`config.mk`:
```
export PLATFORM = sky130hd
export DESIGN_NAME = register_file_16
export DESIGN_NICKNAME = d
export VERILOG_FILES = /design/src/rtl/register_file_16_pkg.sv /design/src/rtl/register_file_16_mux.sv /design/src/rtl/register_file_16.sv
export SDC_FILE = /design/constraint.sdc
export NUM_CORES = 1
export LEC_CHECK = 0
export BUFFER_PORTS_ARGS = -buffer_cell sky130_fd_sc_hd__buf_2
export CORE_MARGIN = 2
export CORE_UTILIZATION = 38
export CTS_CLUSTER_SIZE = 30
export DETAILED_ROUTE_END_ITERATION = 7
export GPL_TIMING_DRIVEN = 0
export PLACE_DENSITY = 0.56
export SYNTH_ARGS = -nofsm -noshare
export SYNTH_HDL_FRONTEND = slang
export SYNTH_HIERARCHICAL = 1
export SYNTH_SLANG_ARGS = --single-unit
```
`constraint.sdc`:
```
create_clock -name clock -period 3.8 [get_ports clock]
set_input_delay 0.76 -clock clock [delete_from_list [all_inputs] [get_ports clock]]
set_output_delay 0.76 -clock clock [all_outputs]
set_load 0.005 [all_outputs]
```
`src/rtl/register_file_16_pkg.sv`:
```
// Shared definitions for the crp16 general-purpose register file.
// Optional feature macro: REGFILE_BYPASS_EN (write-through forwarding on read ports).
package register_file_16_pkg;

    localparam int REG_COUNT     = 16;
    localparam int REG_ADDR_BITS = 4;
    // Every register bit resets to this value.
    localparam logic RESET_BIT   = 1'b0;

    // One-hot mask selecting a single register index in the pending scoreboard.
    function automatic logic [REG_COUNT-1:0] index_mask(input logic [REG_ADDR_BITS-1:0] idx);
        logic [REG_COUNT-1:0] one_s;
        one_s = {{(REG_COUNT-1){1'b0}}, 1'b1};
        index_mask = one_s << idx;
    endfunction

endpackage

```
`src/rtl/register_file_16_mux.sv`:
```
// 16-to-1 operand selection mux, one instance per register file read port.
module mux_16_to_1 #(
    parameter int bits = 16
) (
    input  logic [3:0]      select,
    input  logic [bits-1:0] a,
    input  logic [bits-1:0] b,
    input  logic [bits-1:0] c,
    input  logic [bits-1:0] d,
    input  logic [bits-1:0] e,
    input  logic [bits-1:0] f,
    input  logic [bits-1:0] g,
    input  logic [bits-1:0] h,
    input  logic [bits-1:0] i,
    input  logic [bits-1:0] j,
    input  logic [bits-1:0] k,
    input  logic [bits-1:0] l,
    input  logic [bits-1:0] m,
    input  logic [bits-1:0] n,
    input  logic [bits-1:0] o,
    input  logic [bits-1:0] p,
    output logic [bits-1:0] y
);

    // Select one of the sixteen inputs by index.
    always_comb begin
        y = {bits{1'b0}};
        case (select)
            4'd0:    y = a;
            4'd1:    y = b;
            4'd2:    y = c;
            4'd3:    y = d;
            4'd4:    y = e;
            4'd5:    y = f;
            4'd6:    y = g;
            4'd7:    y = h;
            4'd8:    y = i;
            4'd9:    y = j;
            4'd10:   y = k;
            4'd11:   y = l;
            4'd12:   y = m;
            4'd13:   y = n;
            4'd14:   y = o;
            4'd15:   y = p;
            default: y = {bits{1'b0}};
        endcase
    end

endmodule

```
`src/rtl/register_file_16.sv`:
```
// crp16 register file: 16 registers, one synchronous write port, two
// combinational read ports and a per-register pending-write scoreboard.
// Optional feature macro: REGFILE_BYPASS_EN forwards write_data to a read
// port addressing write_addr in the same cycle.
module register_file_16
    import register_file_16_pkg::*;
#(
    parameter int bits = 16
) (
    input  logic                     clock,
    input  logic                     reset,
    input  logic                     write_en,
    input  logic [REG_ADDR_BITS-1:0] write_addr,
    input  logic [bits-1:0]          write_data,
    input  logic                     lock_en,
    input  logic [REG_ADDR_BITS-1:0] lock_addr,
    input  logic [REG_ADDR_BITS-1:0] read_addr_a,
    input  logic [REG_ADDR_BITS-1:0] read_addr_b,
    output logic [bits-1:0]          read_data_a,
    output logic [bits-1:0]          read_data_b,
    output logic                     busy_a,
    output logic                     busy_b
);

    logic [bits-1:0]      regs_r [REG_COUNT];
    logic [REG_COUNT-1:0] pending_r;
    logic [REG_COUNT-1:0] pending_next_s;
    logic [bits-1:0]      mux_a_s;
    logic [bits-1:0]      mux_b_s;

    // Scoreboard update: a write clears its entry, a lock sets its entry;
    // applying the set last lets a new producer win over a same-index write.
    always_comb begin
        pending_next_s = pending_r;
        if (write_en) begin
            pending_next_s = pending_next_s & ~index_mask(write_addr);
        end else begin
            pending_next_s = pending_next_s;
        end
        if (lock_en) begin
            pending_next_s = pending_next_s | index_mask(lock_addr);
        end else begin
            pending_next_s = pending_next_s;
        end
    end

    // Register storage and scoreboard state; reset discards writes and locks.
    always_ff @(posedge clock) begin
        if (reset) begin
            for (int idx = 0; idx < REG_COUNT; idx++) begin
                regs_r[idx] <= {bits{RESET_BIT}};
            end
            pending_r <= {REG_COUNT{RESET_BIT}};
        end else begin
            if (write_en) begin
                regs_r[write_addr] <= write_data;
            end
            pending_r <= pending_next_s;
        end
    end

    mux_16_to_1 #(.bits(bits)) u_mux_a (
        .select (read_addr_a),
        .a (regs_r[0]),  .b (regs_r[1]),  .c (regs_r[2]),  .d (regs_r[3]),
        .e (regs_r[4]),  .f (regs_r[5]),  .g (regs_r[6]),  .h (regs_r[7]),
        .i (regs_r[8]),  .j (regs_r[9]),  .k (regs_r[10]), .l (regs_r[11]),
        .m (regs_r[12]), .n (regs_r[13]), .o (regs_r[14]), .p (regs_r[15]),
        .y (mux_a_s)
    );

    mux_16_to_1 #(.bits(bits)) u_mux_b (
        .select (read_addr_b),
        .a (regs_r[0]),  .b (regs_r[1]),  .c (regs_r[2]),  .d (regs_r[3]),
        .e (regs_r[4]),  .f (regs_r[5]),  .g (regs_r[6]),  .h (regs_r[7]),
        .i (regs_r[8]),  .j (regs_r[9]),  .k (regs_r[10]), .l (regs_r[11]),
        .m (regs_r[12]), .n (regs_r[13]), .o (regs_r[14]), .p (regs_r[15]),
        .y (mux_b_s)
    );

`ifdef REGFILE_BYPASS_EN
    logic hit_a_s;
    logic hit_b_s;

    // Forward the in-flight write to a port reading its destination; such a
    // port reports not busy unless a new lock lands on the same index.
    always_comb begin
        hit_a_s     = write_en && (read_addr_a == write_addr);
        hit_b_s     = write_en && (read_addr_b == write_addr);
        read_data_a = mux_a_s;
        read_data_b = mux_b_s;
        busy_a      = pending_r[read_addr_a];
        busy_b      = pending_r[read_addr_b];
        if (hit_a_s) begin
            read_data_a = write_data;
            busy_a      = lock_en && (lock_addr == read_addr_a);
        end else begin
            read_data_a = mux_a_s;
        end
        if (hit_b_s) begin
            read_data_b = write_data;
            busy_b      = lock_en && (lock_addr == read_addr_b);
        end else begin
            read_data_b = mux_b_s;
        end
    end
`else
    // Read ports return stored state only.
    always_comb begin
        read_data_a = mux_a_s;
        read_data_b = mux_b_s;
        busy_a      = pending_r[read_addr_a];
        busy_b      = pending_r[read_addr_b];
    end
`endif

endmodule

```
# Yosys cells after proc, flatten, opt, wreduce, memory -nomap -nowiden

Memories as Yosys holds them, arrays and structs flattened.
Cells that the tools add are included.

Bits in registers: 16
Bits in writable memories: 256
Output and inout bits: 34
Logic and storage cells: 58
Memories: 1

Magnitude comparators: 2
Eq/ne operators: 30
Shift-type cells: 2
Mux-type cells: 16
Bitwise logic cells: 3
Reductions and logical operators: 3

Memories:

| name   | words | bits a word | read ports | clocked after memory_dff | write ports | RTL line               | RTL |
|---|---|---|---|---|---|---|---|
| regs_r | 16    | 16          | 16         | 0                        | 16          | register_file_16.sv:25 | `logic [bits-1:0] regs_r [REG_COUNT];` |

Operators by type and width:

| operator               | count |
|---|---|
| $pmux W16 S16          | 2 |
| $eq A4 B4 Y1 const B   | 16 |
| $mux W16               | 3 |
| $eq A4 B3 Y1 const B   | 8 |
| $shl A1 B4 Y16 const A | 2 |
| $and A16 B16 Y16       | 1 |
| $eq A4 B2 Y1 const B   | 4 |
| $not A16 Y16           | 1 |
| $or A16 B16 Y16        | 1 |
| $reduce_or A16 Y1      | 1 |
| $lt A4 B5 Y1 const B   | 2 |
| $bmux W1 S4            | 2 |
| $eq A4 B1 Y1 const B   | 2 |
| $logic_not A4 Y1       | 2 |
| $mux W1                | 8 |
| $mux W4                | 1 |

# Logic depth before layout (Yosys ltp)

Gate-level depths: netlist of the first run.

Word-level depth: 6
Gate-level depth with buffers: 8

# Hierarchy

Netlist of the first run, hierarchy kept.

Modules (own cells, without submodules):

| module           | instances | cells each | area each (um^2) | sequential area each (um^2) |
|---|---|---|---|---|
| register_file_16 | 1         | 679        | 10572.6          | 8007.7 |
| mux_16_to_1      | 2         | 326        | 2184.6           | 0.0 |

# Least setup slack after synthesis of the first run

No wires, ideal clock.

Path kind: input port to output port
Start point: in read_addr_a[0]
End point: out read_data_a[13]
Arrival: 1.962 ns
Path slack: 1.078 ns
Stages: 7
Path buffers: 3
Cell sequence: buf_6 -> or2_1 -> buf_6 -> nand2b_4 -> buf_6 -> or2_0 -> a221o_1

Word-level cells in the longest chain between the ends: 2

RTL lines:

| element                              | RTL line                   | RTL |
|---|---|---|
| start: declaration                   | register_file_16.sv:17     | `input logic [REG_ADDR_BITS-1:0] read_addr_a,` |
| $eq A4 B4 Y1 (tied with other cells) | register_file_16_mux.sv:28 | `case (select)` |
| $pmux W16 S16 *                      | register_file_16_mux.sv:28 |  |
| end: declaration                     | register_file_16.sv:19     | `output logic [bits-1:0] read_data_a,` |

Mark *: on every way between the ends. The rest lies on a longest branch, timed or not.

# Final worst setup path of the first run

Start point: in read_addr_b[2]
End point: out read_data_b[11]

Word-level cells in the longest chain between the ends: 2

RTL lines:

| element                              | RTL line                   | RTL |
|---|---|---|
| start: declaration                   | register_file_16.sv:18     | `input logic [REG_ADDR_BITS-1:0] read_addr_b,` |
| $eq A4 B4 Y1 (tied with other cells) | register_file_16_mux.sv:28 |  |
| $pmux W16 S16 *                      | register_file_16_mux.sv:28 |  |
| end: declaration                     | register_file_16.sv:20     | `output logic [bits-1:0] read_data_b,` |

Marked as above.

==> results of run 1 <==
## logic make-up (layout without fill, tap and decap cells)
kind of cell    Yosys count  in the layout  share of synthesized area
mux                      50             50                     0.0440
other cells               0              2                          0
buf+inv                 142            269                     0.0459
simple gates            485            485                      0.184
compound gates          382            382                      0.190
flops                   272            272                      0.536
## critical path: stages
cell,delay [ps]
buf_2,100
buf_4,210
nand2b_1,130
buf_2,220
buf_4,290
buf_2,300
o22ai_1,150
a221oi_1,420
a31oi_1,240
buf_2,180
## power by group
group / leakage, nW / internal [mW] / switching (mW) / total, mW
Sequential: 2.58 / 3.46 / 0.107 / 3.56
Combinational: 3.05 / 0.315 / 0.605 / 0.920
Clock: 0.460 / 1.54 / 1.24 / 2.78
## worst paths after layout
path	end	startpoint	cells past startpoint
min reg2reg	pending_r[12]$_SDFF_PP0_	pending_r[12]$_SDFF_PP0_	2
min	pending_r[12]$_SDFF_PP0_	pending_r[12]$_SDFF_PP0_	2
max	read_data_b[11]	read_addr_b[2]	10
max reg2reg	pending_r[6]$_SDFF_PP0_	pending_r[6]$_SDFF_PP0_	2
## per-stage QoR
step / std cells / area (um^2) / power (mW) / hold WS, ps / utilization
detailed placement: 1918 / 15900 / 4.51 / 470 / 0.411
CTS: 1976 / 16900 / 7.25 / 471 / 0.435
floorplan: 1331 / 14900 / 4.09 / 441 / -
global route: 1976 / 16900 / 7.48 / 506 / 0.437
finish: 1978 / 16900 / 7.26 / 475 / 0.437
global placement: 1918 / 15900 / 4.49 / 456 / 0.411
## timing repair
| item | 4_1_cts | 5_1_grt |
|---|---|---|
| endpoints found under the setup margin | 1 | 13 |
| gates resized for setup | 1 | 19 |
| pin swaps | 0 | 0 |
## routing by layer
layer,up-vias,wire [um],global-route usage
met5,-,0,0
met4,0,2520,0.120
met3,161,4860,0.0514
met2,644,24000,0.402
met1,5804,22400,0.356
li1,5250,-,-
## registers in the layout (all words and copies together), names as in the netlist
name and count:
pending_r 16, regs_r 256
## area by class of cell
class	count	share of cell area
flip-flops and latches	272	0.473
multi-input cells	917	0.372
clock buffers	43	0.0497
well taps	518	0.0383
plain buffers	118	0.0359
repair buffers	69	0.0204
inverters	24	0.00532
clock inverters	15	0.00444
diodes	2	0.000296
## synth_stat cells (all sizes together), types with 6 or more instances
cell type  instances
o221ai             6
o2bb2ai           24
a211o             24
and2             263
a211oi             8
o21ai             18
a21oi             34
clkbuf            52
a221oi            28
mux4              10
dfxtp             16
inv               24
buf               66
edfxtp           256
a21o              16
o22ai             29
nor2b             16
nor2              80
mux2i             14
a32oi              6
a31oi             34
mux2              26
nand2b             6
a22oi            108
and3              13
nand2             75
o32a               6
a22o              32
==> reports/metrics.cfg, run 1 <==
[clock_network]
cts_buffers=31
cts_tree=done
cts_sinks=272
post-cts-setup-buffers=0
htree_levels=1
ctsRootBufferMaster=clkbuf_16
cts_max_path_buffers=3
cts_hold_buf=0
clk_latency_ps=590
clk_pin_slew_ps=50

[timing]
final-max-slew-violation-count=0
setup_violations=0
finalHoldViolCount=0
min_period_ps=3760
fin_crit_sh=0.990
timing.slew.headroom=0.189
tns_ps=0
fin_ws_ps=36.2
worst_slew_pin_slew_ps=1220
max_clock_freq_mhz=266
skew_ps=0
rsz0062_at_grt=false

[floorplan]
die_w_um=202
rows=72
coreArea_um2=38700
pin_count=70
die_area_um2=40900
start_util=0.386
chipHeight_um=202

[synthesis]
synth_ff_type=edfxtp_1
synth_top_area_share=0.514
syn_nets=1367
synthCells=1331
synth_seq_cells=272
yosysSeqAreaShare=0.536
netlist_top_cells_area=edfxtp_1 51%, and2_1 11%, a22oi_1 5.4%
syn_avg_cell_area_um2=11.2
synth_cell_types=54
ys_warn_count=6
synth_top_area_cell=edfxtp_1
async_flop_share=0
netlist_area_um2=14900
synth_edf_count=256

[worst_hold_path]
hp-class=reg2reg

[placed_design]
dp.final_hpwl_mm=41.0
gp_congestion=0.951
port_buffers=69
dp_slack_ps=0.496

[cells_and_area]
final-seq-area_um2=8010
fillers=3701
multi_input_area_um2=6300
final_layout_size_suffix_gt1_frac=0.165
layout.nets=1469
final_cell_mix=263 x and2_1, 256 x edfxtp_1, 110 x buf_2
final_common_cell=and2_1
synthToLayoutAreaGrowth_pct=13.3

[critical_path]
cp-end-kind=output port
worstSetupStartpointType=input port
required_ps=3040
critPathArrivalTime_ps=3000
critPathMaxFanout=10
r2r_slack_ps=3140
crit_type=in2out

[pwr]
ir_drop_mv=0.343
p_leak_nw=6.09
power_density_nw_per_um2=429

[detailed_routing]
wl_per_cell_um=27.2
viasPerCell=6.00
dr.pass1.iters=6
first_iter_violations=1439
ant_nets=0
post-route-drc-count=0
routed_wl_mm=53.8
vias=11859

[global_routing]
grtUsageTotal=0.261
grt_pass1_wl_mm=78.4
antenna_found_initial=2
grt_max_degree=18
grt_overflow=0
grt_pass1_vias=11877

[run]
max-cap-violations=0

[run_status]
status=finished clean

Note: power is estimated with default switching activity, not from simulation.
==> run 2, diff against run 1 <==
Settings changed: CORE_UTILIZATION 38 to 40, PLACE_DENSITY 0.56 to 0.58.
Clock period 3.8 ns to 4.48 ns, I/O delays scaled along.
==> reports/metrics.cfg, run 2 (same netlist as run 1, synthesis figures left out) <==
[run_status]
status=finished clean

[clock_network]
cts_hold_buf=0  ; unchanged
clk_pin_slew_ps=60  ; about the same
cts_buffers=31  ; unchanged
cts_resized=0  ; -1
clk_latency_ps=590  ; about the same
cts_sinks=272  ; unchanged
post-cts-setup-buffers=0  ; unchanged
ctsRootBufferMaster=clkbuf_16
htree_levels=1  ; unchanged
cts_max_path_buffers=3  ; unchanged
cts_tree=done

[timing]
worst_slew_pin_slew_ps=1290  ; +70.0 ps
min_period_ps=4390
tns_ps=0  ; unchanged
finalHoldViolCount=0  ; unchanged
fin_crit_sh=0.980
skew_ps=0  ; unchanged
final-max-slew-violation-count=0  ; unchanged
whs_ps=483  ; +8.05 ps
max_clock_freq_mhz=228
timing.slew.headroom=0.142  ; -0.0467
fin_ws_ps=91.8  ; +55.6 ps
setup_violations=0  ; unchanged
rsz0062_at_grt=false

[pwr]
combPwrFrac=0.129  ; +0.002
p_sw_frac=0.270  ; +0.000400
intPower_mw=4.62  ; -13%
pwr-share-seq=0.478  ; -0.013
p_leak_nw=6.06  ; -0.39%
finalPower_mw=6.32  ; -13%
power_frac_clock=0.393  ; +0.010
power_density_nw_per_um2=376  ; -12%
ir_drop_mv=0.294  ; -14%
switchingPower_mw=1.70  ; -13%

[placed_design]
port_buffers=69  ; unchanged
dp.final_hpwl_mm=41.3  ; +0.72%
dp_slack_ps=263  ; +263 ps
gp_congestion=0.940  ; -1.2%
dp.cells=1868  ; -2.6%

[global_routing]
grt_pass1_vias=11927  ; +0.42%
grt_overflow=0  ; unchanged
grt_max_degree=18  ; unchanged
antenna_found_initial=1  ; -1
grt_pass1_wl_mm=84.3  ; +7.5%
grtUsageTotal=0.303  ; +0.0416

[floorplan]
start_util=0.407  ; +0.0214
pin_count=70  ; unchanged
die_w_um=197  ; -2.5%
chipHeight_um=197  ; -2.5%
die_area_um2=38900  ; -4.9%
coreArea_um2=36700  ; -5.3%
rows=70  ; -2.8%

[detailed_routing]
vias=12491  ; +5.3%
dr.pass1.iters=6  ; unchanged
routed_wl_mm=59.2  ; +10%
post-route-drc-count=0  ; unchanged
viasPerCell=6.49  ; +8.3%
first_iter_violations=1933  ; +34%
wl_per_cell_um=30.8  ; +13%
ant_nets=0  ; unchanged

[cells_and_area]
largest-register=regs_r
reg_top3=regs_r x256, pending_r x16
layout.nets=1469  ; unchanged
layout.cells.non_filler=1924  ; -2.7%
final_cell_mix=263 x and2_1, 256 x edfxtp_1, 113 x buf_2
final-seq-area_um2=8010  ; unchanged
final_common_cell=and2_1
final_layout_size_suffix_gt1_frac=0.153  ; -0.0119
multi_input_area_um2=6250  ; -0.87%
fillers=3383  ; -8.6%
largest_reg_flops=256  ; unchanged
synthToLayoutAreaGrowth_pct=12.6

[run]
max-cap-violations=0  ; unchanged

[worst_hold_path]
hp-class=reg2reg
hold_depth=2  ; unchanged

[critical_path]
crit_type=in2out
cp-end-kind=output port
worstSetupStartpointType=input port
ff2ff_path_depth=2  ; unchanged
required_ps=3580  ; +540 ps
critPathArrivalTime_ps=3490  ; +490 ps
critPathMaxFanout=10  ; unchanged

==> run 2: final timing paths <==
kind / from / slack [ps] / end
worst min register to register: pending_r[9]$_SDFF_PP0_ / 480 / pending_r[9]$_SDFF_PP0_
worst max register to register: pending_r[3]$_SDFF_PP0_ / 3800 / pending_r[3]$_SDFF_PP0_
worst min-delay path: pending_r[9]$_SDFF_PP0_ / 480 / pending_r[9]$_SDFF_PP0_
worst max-delay path: read_addr_b[0] / 90 / read_data_b[2]
==> run 2: power groups by stage <==
stage	combinational, mW	sequential, mW	clock [mW]
detailed placement	0.779	3.07	0
CTS	0.782	3.02	2.49
global route	0.837	3.04	2.59
floorplan	0.440	3.03	0
global placement	0.773	3.06	0
finish	0.813	3.02	2.48
==> run 2: worst max-delay path, stage by stage <==
cell      delay [ps]
buf_2            200
buf_6            200
nor2b_2          460
and2_1           290
clkbuf_1         510
a221oi_1         240
a31oi_1          480
buf_2            210
==> run 2: cell type report <==
| class | instances | share of cell area |
|---|---|---|
| flip-flops and latches | 272 | 0.476 |
| multi-input cells | 917 | 0.371 |
| clock buffers | 35 | 0.0470 |
| plain buffers | 118 | 0.0354 |
| well taps | 468 | 0.0348 |
| repair buffers | 69 | 0.0205 |
| clock inverters | 19 | 0.00959 |
| inverters | 24 | 0.00535 |
| diodes | 2 | 0.000297 |
==> run 2: through the flow <==
stage | instance area (um^2) | utilization
2_1_floorplan | 14900 | -
3_3_place_gp | 15900 | 0.433
3_5_place_dp | 15900 | 0.433
4_1_cts | 16800 | 0.458
5_1_grt | 16800 | 0.459
6_report | 16800 | 0.459
==> run 2: layer usage <==
layer | share of wire | track usage | vias to the layer above
met5 | 0 | 0 | -
met4 | 0.045 | 0.131 | 0
met3 | 0.12 | 0.0668 | 189
met2 | 0.44 | 0.463 | 914
met1 | 0.40 | 0.415 | 6148
li1 | - | - | 5240
